--- config.mk ---
export PLATFORM = sky130hd
export DESIGN_NAME = regfile_access_ctrl
export DESIGN_NICKNAME = d
export VERILOG_FILES = /design/src/rtl/rf_pkg.sv /design/src/rtl/regfile_access_ctrl.sv
export SDC_FILE = /design/constraint.sdc
export NUM_CORES = 1
export LEC_CHECK = 0
export BUFFER_PORTS_ARGS = -buffer_cell sky130_fd_sc_hd__buf_2
export CAP_MARGIN = 20
export CORE_AREA = 3 3 106 108
export CTS_BUF_LIST = sky130_fd_sc_hd__clkbuf_4
export DETAILED_ROUTE_END_ITERATION = 10
export DIE_AREA = 0 0 109 111
export PLACE_DENSITY = 0.79
export SYNTH_ARGS = -nofsm -noshare
export SYNTH_HDL_FRONTEND = slang
export SYNTH_SLANG_ARGS = --single-unit
--- constraint.sdc ---
create_clock -name clk -period 1.2 [get_ports clk]
set_clock_uncertainty 0.1 [all_clocks]
set_input_delay 0 -clock clk [delete_from_list [all_inputs] [get_ports clk]]
set_output_delay 0 -clock clk [all_outputs]
set_load 0.1 [all_outputs]
--- src/rtl/rf_pkg.sv ---
// Shared constants for the register-file access controller: default widths and FSM state encoding.
package rf_pkg;

    localparam int DATA_W_DEF = 32;
    localparam int ADDR_W_DEF = 5;

    localparam logic [2:0] ST_IDLE     = 3'd0;
    localparam logic [2:0] ST_READ     = 3'd1;
    localparam logic [2:0] ST_OPER     = 3'd2;
    localparam logic [2:0] ST_WAIT_RES = 3'd3;
    localparam logic [2:0] ST_WRITE    = 3'd4;

endpackage

--- src/rtl/regfile_access_ctrl.sv ---
// Register-file initiator: fetches two operands, hands them to execute, writes back one result.
// Build option RF_R0_ZERO_EN: register 0 reads as zero and writes to it are dropped.
module regfile_access_ctrl
    import rf_pkg::*;
#(
    parameter int DATA_W = DATA_W_DEF,
    parameter int ADDR_W = ADDR_W_DEF
) (
    input  logic              clk,
    input  logic              rst_n,
    input  logic              req_valid,
    output logic              req_ready,
    input  logic [ADDR_W-1:0] req_rs,
    input  logic [ADDR_W-1:0] req_rt,
    input  logic [ADDR_W-1:0] req_rd,
    input  logic              req_wb,
    output logic [ADDR_W-1:0] rf_ra,
    output logic [ADDR_W-1:0] rf_rb,
    input  logic [DATA_W-1:0] rf_rda,
    input  logic [DATA_W-1:0] rf_rdb,
    output logic [ADDR_W-1:0] rf_wr,
    output logic [DATA_W-1:0] rf_wd,
    output logic              rf_we,
    output logic              op_valid,
    input  logic              op_ready,
    output logic [DATA_W-1:0] op_a,
    output logic [DATA_W-1:0] op_b,
    input  logic              res_valid,
    output logic              res_ready,
    input  logic [DATA_W-1:0] res_data,
    output logic              busy
);

    logic [2:0]        state;
    logic [ADDR_W-1:0] rs_q, rt_q, rd_q;
    logic              wb_q;
    logic [DATA_W-1:0] op_a_q, op_b_q, res_q;
    logic [DATA_W-1:0] rda_eff, rdb_eff;
    logic              wr_ok;

`ifdef RF_R0_ZERO_EN
    assign rda_eff = (rs_q == '0) ? '0 : rf_rda;
    assign rdb_eff = (rt_q == '0) ? '0 : rf_rdb;
    assign wr_ok   = (rd_q != '0);
`else
    assign rda_eff = rf_rda;
    assign rdb_eff = rf_rdb;
    assign wr_ok   = 1'b1;
`endif

    always_ff @(posedge clk) begin
        if (!rst_n) begin
            state  <= ST_IDLE;
            rs_q   <= '0;
            rt_q   <= '0;
            rd_q   <= '0;
            wb_q   <= 1'b0;
            op_a_q <= '0;
            op_b_q <= '0;
            res_q  <= '0;
        end else begin
            case (state)
                ST_IDLE: begin
                    if (req_valid) begin
                        rs_q  <= req_rs;
                        rt_q  <= req_rt;
                        rd_q  <= req_rd;
                        wb_q  <= req_wb;
                        state <= ST_READ;
                    end
                end
                ST_READ: begin
                    // Operands are sampled exactly once; later writes never refresh them.
                    op_a_q <= rda_eff;
                    op_b_q <= rdb_eff;
                    state  <= ST_OPER;
                end
                ST_OPER: begin
                    if (op_ready) state <= wb_q ? ST_WAIT_RES : ST_IDLE;
                end
                ST_WAIT_RES: begin
                    if (res_valid) begin
                        res_q <= res_data;
                        state <= ST_WRITE;
                    end
                end
                ST_WRITE: state <= ST_IDLE;
                default:  state <= ST_IDLE;
            endcase
        end
    end

    assign req_ready = (state == ST_IDLE);
    assign op_valid  = (state == ST_OPER);
    assign res_ready = (state == ST_WAIT_RES);
    assign busy      = (state != ST_IDLE);

    assign rf_ra = rs_q;
    assign rf_rb = rt_q;
    assign rf_wr = rd_q;
    assign rf_wd = res_q;
    assign op_a  = op_a_q;
    assign op_b  = op_b_q;

    // Gating with rst_n lets a reset landing on the WRITE cycle cancel the write.
    assign rf_we = (state == ST_WRITE) & rst_n & wr_ok;

endmodule

==> results of run 1 <==
[cells by family after synthesis]
logic type / count (synthesis) / share of synthesized area
simple gates: 237 / 0.2568
buf+inv: 55 / 0.06492
compound gates: 116 / 0.1378
flops: 115 / 0.5405
[per-stage QoR]
step / area (µm²) / setup TNS (ps) / util / setup WS [ps]
global placement: 6509 / -6393 / 0.6305 / -102.6
floorplan: 5115 / -12610 / - / -281.5
detailed placement: 6509 / -11940 / 0.6305 / -176.0
==> metrics.md, run 1 <==
| Metric | Value |
|---|---|
| Mapped cell area | `roughly 0.0043 mm²` |
| Top post-synthesis cells by count | `dfxtp_1, nand2_1, nand3_1` |
| Hpwl dp | `between 9000 and 10000 µm` |
| Syn Inst Count | `~520` |
| Net Count, Synth | `640` |
| Synthesis warning total | `0` |
| Syn Area/Cell | `a little over 8 µm²` |
| CTS Buf Count | `17` |
| Port Buf Inserts | `approximately 230` |
| Seq/Total Area, Yosys | `0.5405` |
| Die X | `between 100 and 150 µm` |
| CTS Root Cell | `clkbuf_4` |
| Cts-stage hold buffer count | `roughly 140` |
| Largest area contributor in the netlist | `dfxtp_1` |
| Log Error | `[ERROR DPL-0038] Utilization greater than 100%, impossible to legalize` |
| Boundary Pins | `233` |
| Top FF cell, synth | `dfxtp_1` |
| Post_cts resized | `485` |
| Netlist cell types | `26` |
| Global placer's final weighted congestion | `a little under 0.8` |
| Synth Register Bits | `between 100 and 150` |
| Top-count cell post-synth | `dfxtp_1` |
| Max H-tree Level | `4` |
| Setup repair bufs after CTS | `31` |
| Number of instances in the placed design | `870` |
| Ys async rst share | `0` |
| Area share of the largest cell type after synthesis | `0.5405` |
| Clk buf depth | `2` |
| Last stage the flow got to | `clock tree synthesis (4_1_cts)` |
| Initial Util | `0.4126` |
| Largest cells by area after synthesis | `dfxtp_1, nand3_1, o21ai_0, nand2_1, buf_2` |
| Die height | `111 µm` |
| Row cnt | `37` |
| Sink Count | `between 100 and 150` |
| Outcome | `stopped before the end` |
| Number of synthesized flops with an enable pin | `0` |
==> inputs of run 2 (changes only) <==
Settings changed: CORE_AREA 3 3 106 108 to 3 3 108 110, CTS_BUF_LIST sky130_fd_sc_hd__clkbuf_4 to unset, DIE_AREA 0 0 109 111 to 0 0 111 113, PLACE_DENSITY 0.79 to unset, PLACE_DENSITY_LB_ADDON set to 0.15.
Clock period 1.2 ns to 1.6 ns, I/O delays scaled along.
==> metrics.md, run 2 <==
| Metric | Value |
|---|---|
| Vias in the first global route | `4908` |
| Antenna Nets Post-Route | `0` |
| Hold Vio Cnt, Final | `0` |
| FMAX | `about 610 MHz` |
| Hpwl dp | `8476 µm (was 9639 µm)` |
| Crit path max-delay cell type | `dfxtp_4` |
| CP Cell Sequence | `or3_4, clkinvlp_4, buf_12` |
| Layout fillers | `between 600 and 700` |
| Critical Path Fanout Max | `9` |
| Part of the cycle the worst path needs | `1.027` |
| Net Count, Synth | `640 (unchanged)` |
| Fraction of layout cells with a size suffix above 1 | `0.3930` |
| Outcome | `finished, violations left (was stopped before the end)` |
| Grt total ovfl | `0` |
| Layout area overhead | `93.63%` |
| Netlist cell types | `26 (unchanged)` |
| Syn Inst Count | `523 (unchanged)` |
| Max H-tree Level | `4 (unchanged)` |
| Worst reg2reg path depth | `8` |
| Row cnt | `38 (was 37)` |
| Placed Area | `0.005662 mm² (was 0.006509 mm²)` |
| Largest cells by area after synthesis | `dfxtp_1, nand3_1, o21ai_0, nand2_1, buf_2 (unchanged)` |
| Design Area, Final | `0.008247 mm²` |
| N_diodes | `0` |
| DR vias/cell | `just under 5` |
| Largest area contributor in the netlist | `dfxtp_1 (unchanged)` |
| First-pass GRT wire length | `between 20000 and 25000 µm` |
| CTS Root Cell | `clkbuf_8 (was clkbuf_4)` |
| Clock-pin slew on the worst setup and hold paths | `around 60 ps` |
| Largest net degree at the start of global routing | `between 60 and 70` |
| RSZ-0062 raised after global routing | `true` |
| Initial Util | `0.3946 (was 0.4126)` |
| Port Buf Inserts | `232 (unchanged)` |
| Peak supply drop | `between 0.6 and 0.7 mV` |
| Leakage | `between 3 and 4 nW` |
| Slew Viols, Final | `0` |
| Violated checks | `setup timing` |
| CP Class | `reg -> out` |
| Worst skew pair latency | `510 ps` |
| Final setup viols | `15` |
| Crit end category | `output pin` |
| Required time worst endpoint | `around 1500 ps` |
| Rel. slew slack | `0.6362` |
| Total power | `about 9.1 mW` |
| Area occupied by multi-input gates | `just under 0.002 mm²` |
| CTS Buf Count | `17 (unchanged)` |
| Vias | `5192` |
| Die height | `113 µm (was 111 µm)` |
| Final net count | `around 1000` |
| Crit path DAT | `roughly 1500 ps` |
| Mapped cell area | `0.004259 mm² (unchanged)` |
| Boundary Pins | `233 (unchanged)` |
| Sequential Area | `0.002313 mm²` |
| Finished Layout Cells | `~1100` |
| Pre-Repair DR Iteration Count | `4` |
| Final WS setup | `-42.75 ps` |
| Critical Path Max Stage Delay | `around 400 ps` |
| Hold Path Depth | `4` |
| Number of synthesized flops with an enable pin | `0 (unchanged)` |
| CTS tree | `yes` |
| WL/cell | `about 15 µm` |
| Maxcap violations | `0` |
| Synthesis warning total | `0 (unchanged)` |
| Antenna violations before repair | `0` |
| Top-count cell post-synth | `dfxtp_1 (unchanged)` |
| Fin util | `0.7641` |
| Delay-heaviest family, CP | `flip-flops` |
| Detailed Route WL | `between 15000 and 20000 µm` |
| Buf/Inv on CP | `2` |
| Commonest non-fill, non-tap cells in the layout | `buf_2, dlygate4sd3_1, nand2_1` |
| Clk buf depth | `2 (unchanged)` |
| Final Critical Period | `approximately 1600 ps` |
| Commonest non-fill, non-tap cell in the layout | `buf_2` |
| Die X | `111 µm (was 109 µm)` |
| Worst slew pin tran | `549.5 ps` |
| Die area | `around 0.013 mm²` |
| Ys async rst share | `0 (unchanged)` |
| WHS | `around 100 ps` |
| Final TNS setup | `-227.8 ps` |
| Crit path depth | `3` |
| Pre-CTS setup slack | `100.7 ps (was -176.0 ps)` |
| Top FF cell, synth | `dfxtp_1 (unchanged)` |
| Seq/Total Area, Yosys | `0.5405 (unchanged)` |
| Sink Count | `115 (unchanged)` |
| PD cells | `approximately 1100 mW/mm²` |
| Core Area | `roughly 0.011 mm²` |
| Hold/Removal Path Class | `in -> reg` |
| Number of instances in the placed design | `859 (was 870)` |
| Critical Path Start Type | `flop` |
| Area share of the largest cell type after synthesis | `0.5405 (unchanged)` |
| Overall Global Routing Usage | `0.2218` |
| Global placer's final weighted congestion | `0.8062 (was 0.7952)` |
| Top post-synthesis cells by count | `dfxtp_1, nand2_1, nand3_1 (unchanged)` |
| Syn Area/Cell | `8.144 µm² (unchanged)` |
| Synth Register Bits | `115 (unchanged)` |
| Residual DRC | `0` |
| Initial DRC Count | `380` |
==> run 2: report_power, final <==
| group | internal [mW] | switching, mW | total, mW |
|---|---|---|---|
| clock network | 2.15 | 1.29 | 3.45 |
| logic | 0.835 | 1.76 | 2.60 |
| registers | 3.02 | 0.0836 | 3.11 |
==> run 2: repair_timing <==
item                       4_1_cts  5_1_grt
gates resized for setup         13       95
hold buffers                   134        0
cloned                           0       12
setup endpoints to repair        5       68
buffers inserted                 7        9
pin swaps                        2       34
hold endpoints to repair       115        0
==> run 2: worst paths after layout <==
path / endpoint / slack [ps] / startpoint
worst max-delay path: req_ready / -40 / state[2]$_SDFFE_PN0P_
worst min-delay path: op_b[4]$_SDFFE_PN0N_ / 100 / rst_n
worst max register to register: op_a[20]$_SDFFE_PN0N_ / -20 / state[1]$_SDFFE_PN0P_
worst min register to register: op_b[31]$_SDFFE_PN0N_ / 350 / op_b[31]$_SDFFE_PN0N_
==> run 2: cells by family (layout without fill, tap and decap cells) <==
group | after synthesis | after routing | share of synthesized area
and+or+nand+nor | 237 | 237 | 0.2568
DFF | 115 | 115 | 0.5405
AOI/OAI and AO/OA | 116 | 116 | 0.1378
buffers and inverters | 55 | 443 | 0.06492
==> run 2: worst min-delay path, stage by stage <==
cell	delay (ps)
dlymetal6s4s_1	320
buf_12	210
nand3_4	90
o21ai_2	40
==> run 2: area by class of cell <==
cell class | instances | share of cell area
sequential | 115 | 0.2805
clock inverter | 9 | 0.01001
multi-input combinational | 353 | 0.2359
inverter | 3 | 0.002428
tap | 140 | 0.02124
timing repair buffer | 410 | 0.3942
clock buffer | 21 | 0.05568
==> run 2: routing by layer <==
| layer | wire, µm | global-route usage |
|---|---|---|
| met1 | 6313 | 0.2481 |
| met2 | 8024 | 0.3977 |
| met3 | 954 | 0.05775 |
| met4 | 507 | 0.09852 |
| met5 | 0 | 0 |
Power figures use the tool's default switching activity.
==> inputs of run 3 (changes only) <==
Settings changed: BUFFER_PORTS_ARGS -buffer_cell sky130_fd_sc_hd__buf_2 to unset, DONT_BUFFER_PORTS set to 1.
==> metrics.md, run 3 <==
| Metric | Value |
|---|---|
| Outcome | `stopped before the end (was finished, violations left)` |
| Last stage the flow got to | `clock tree synthesis (4_1_cts)` |
| Log Error | `[ERROR RSZ-0060] Max buffer count reached.` |
| Port Buf Inserts | `0 (was 232)` |
| Area share of the largest cell type after synthesis | `0.5405 (unchanged)` |
| Post_cts resized | `7 (was 13)` |
| Seq/Total Area, Yosys | `0.5405 (unchanged)` |
| Synthesis warning total | `0 (unchanged)` |
| Post-synthesis adder-cell area fraction | `0 (unchanged)` |
| Global placer's final weighted congestion | `0.7888 (was 0.8062)` |
| Hpwl dp | `7543 µm (was 8476 µm)` |
| Mux share of post-synthesis cell area | `0 (unchanged)` |
| CTS Root Cell | `clkbuf_8 (unchanged)` |
| Top post-synthesis cells by count | `dfxtp_1, nand2_1, nand3_1 (unchanged)` |
| Max H-tree Level | `4 (unchanged)` |
| Complex-gate fraction of the synthesized area | `0.1378 (unchanged)` |
| Net Count, Synth | `640 (unchanged)` |
| Largest cells by area after synthesis | `dfxtp_1, nand3_1, o21ai_0, nand2_1, buf_2 (unchanged)` |
| Simple-Gate Fraction of Synth Area | `0.2568 (unchanged)` |
| XOR/XNOR Fraction of Synth Area | `0 (unchanged)` |
| Syn Area/Cell | `8.144 µm² (unchanged)` |
| Setup repair bufs after CTS | `4 (was 7)` |
| Boundary Pins | `233 (unchanged)` |
| Sink Count | `115 (unchanged)` |
| Die X | `111 µm (unchanged)` |
| Syn Inst Count | `523 (unchanged)` |
| Top FF cell, synth | `dfxtp_1 (unchanged)` |
| Top-count cell post-synth | `dfxtp_1 (unchanged)` |
| Largest area contributor in the netlist | `dfxtp_1 (unchanged)` |
| Number of synthesized flops with an enable pin | `0 (unchanged)` |
| Pre-CTS setup slack | `167.9 ps (was 100.7 ps)` |
| Netlist cell types | `26 (unchanged)` |
| Cts-stage hold buffer count | `154 (was 134)` |
| CTS Buf Count | `17 (unchanged)` |
| Die height | `113 µm (unchanged)` |
| Mapped cell area | `0.004259 mm² (unchanged)` |
| Synth Register Bits | `115 (unchanged)` |
| Largest family of logic cells by synthesized area | `simple AND/OR/NAND/NOR gates (unchanged)` |
| Row cnt | `38 (unchanged)` |
| Ys async rst share | `0 (unchanged)` |
| Initial Util | `0.3946 (unchanged)` |
| Clk buf depth | `2 (unchanged)` |
-- run 3: cell counts after synthesis --
No cell type changed its count.
-- run 3: logic make-up after synthesis --
kind of cell / after synthesis
buffers and inverters: 55
DFF: 115
and+or+nand+nor: 237
AOI/OAI and AO/OA: 116
-- run 3: through the flow --
stage / std cells / util / instance area (µm²) / hold WS (ps)
floorplan: 523 / - / 4292 / 30.38
global placement: 735 / 0.4854 / 5239 / 32.56
detailed placement: 735 / 0.4854 / 5239 / 40.61
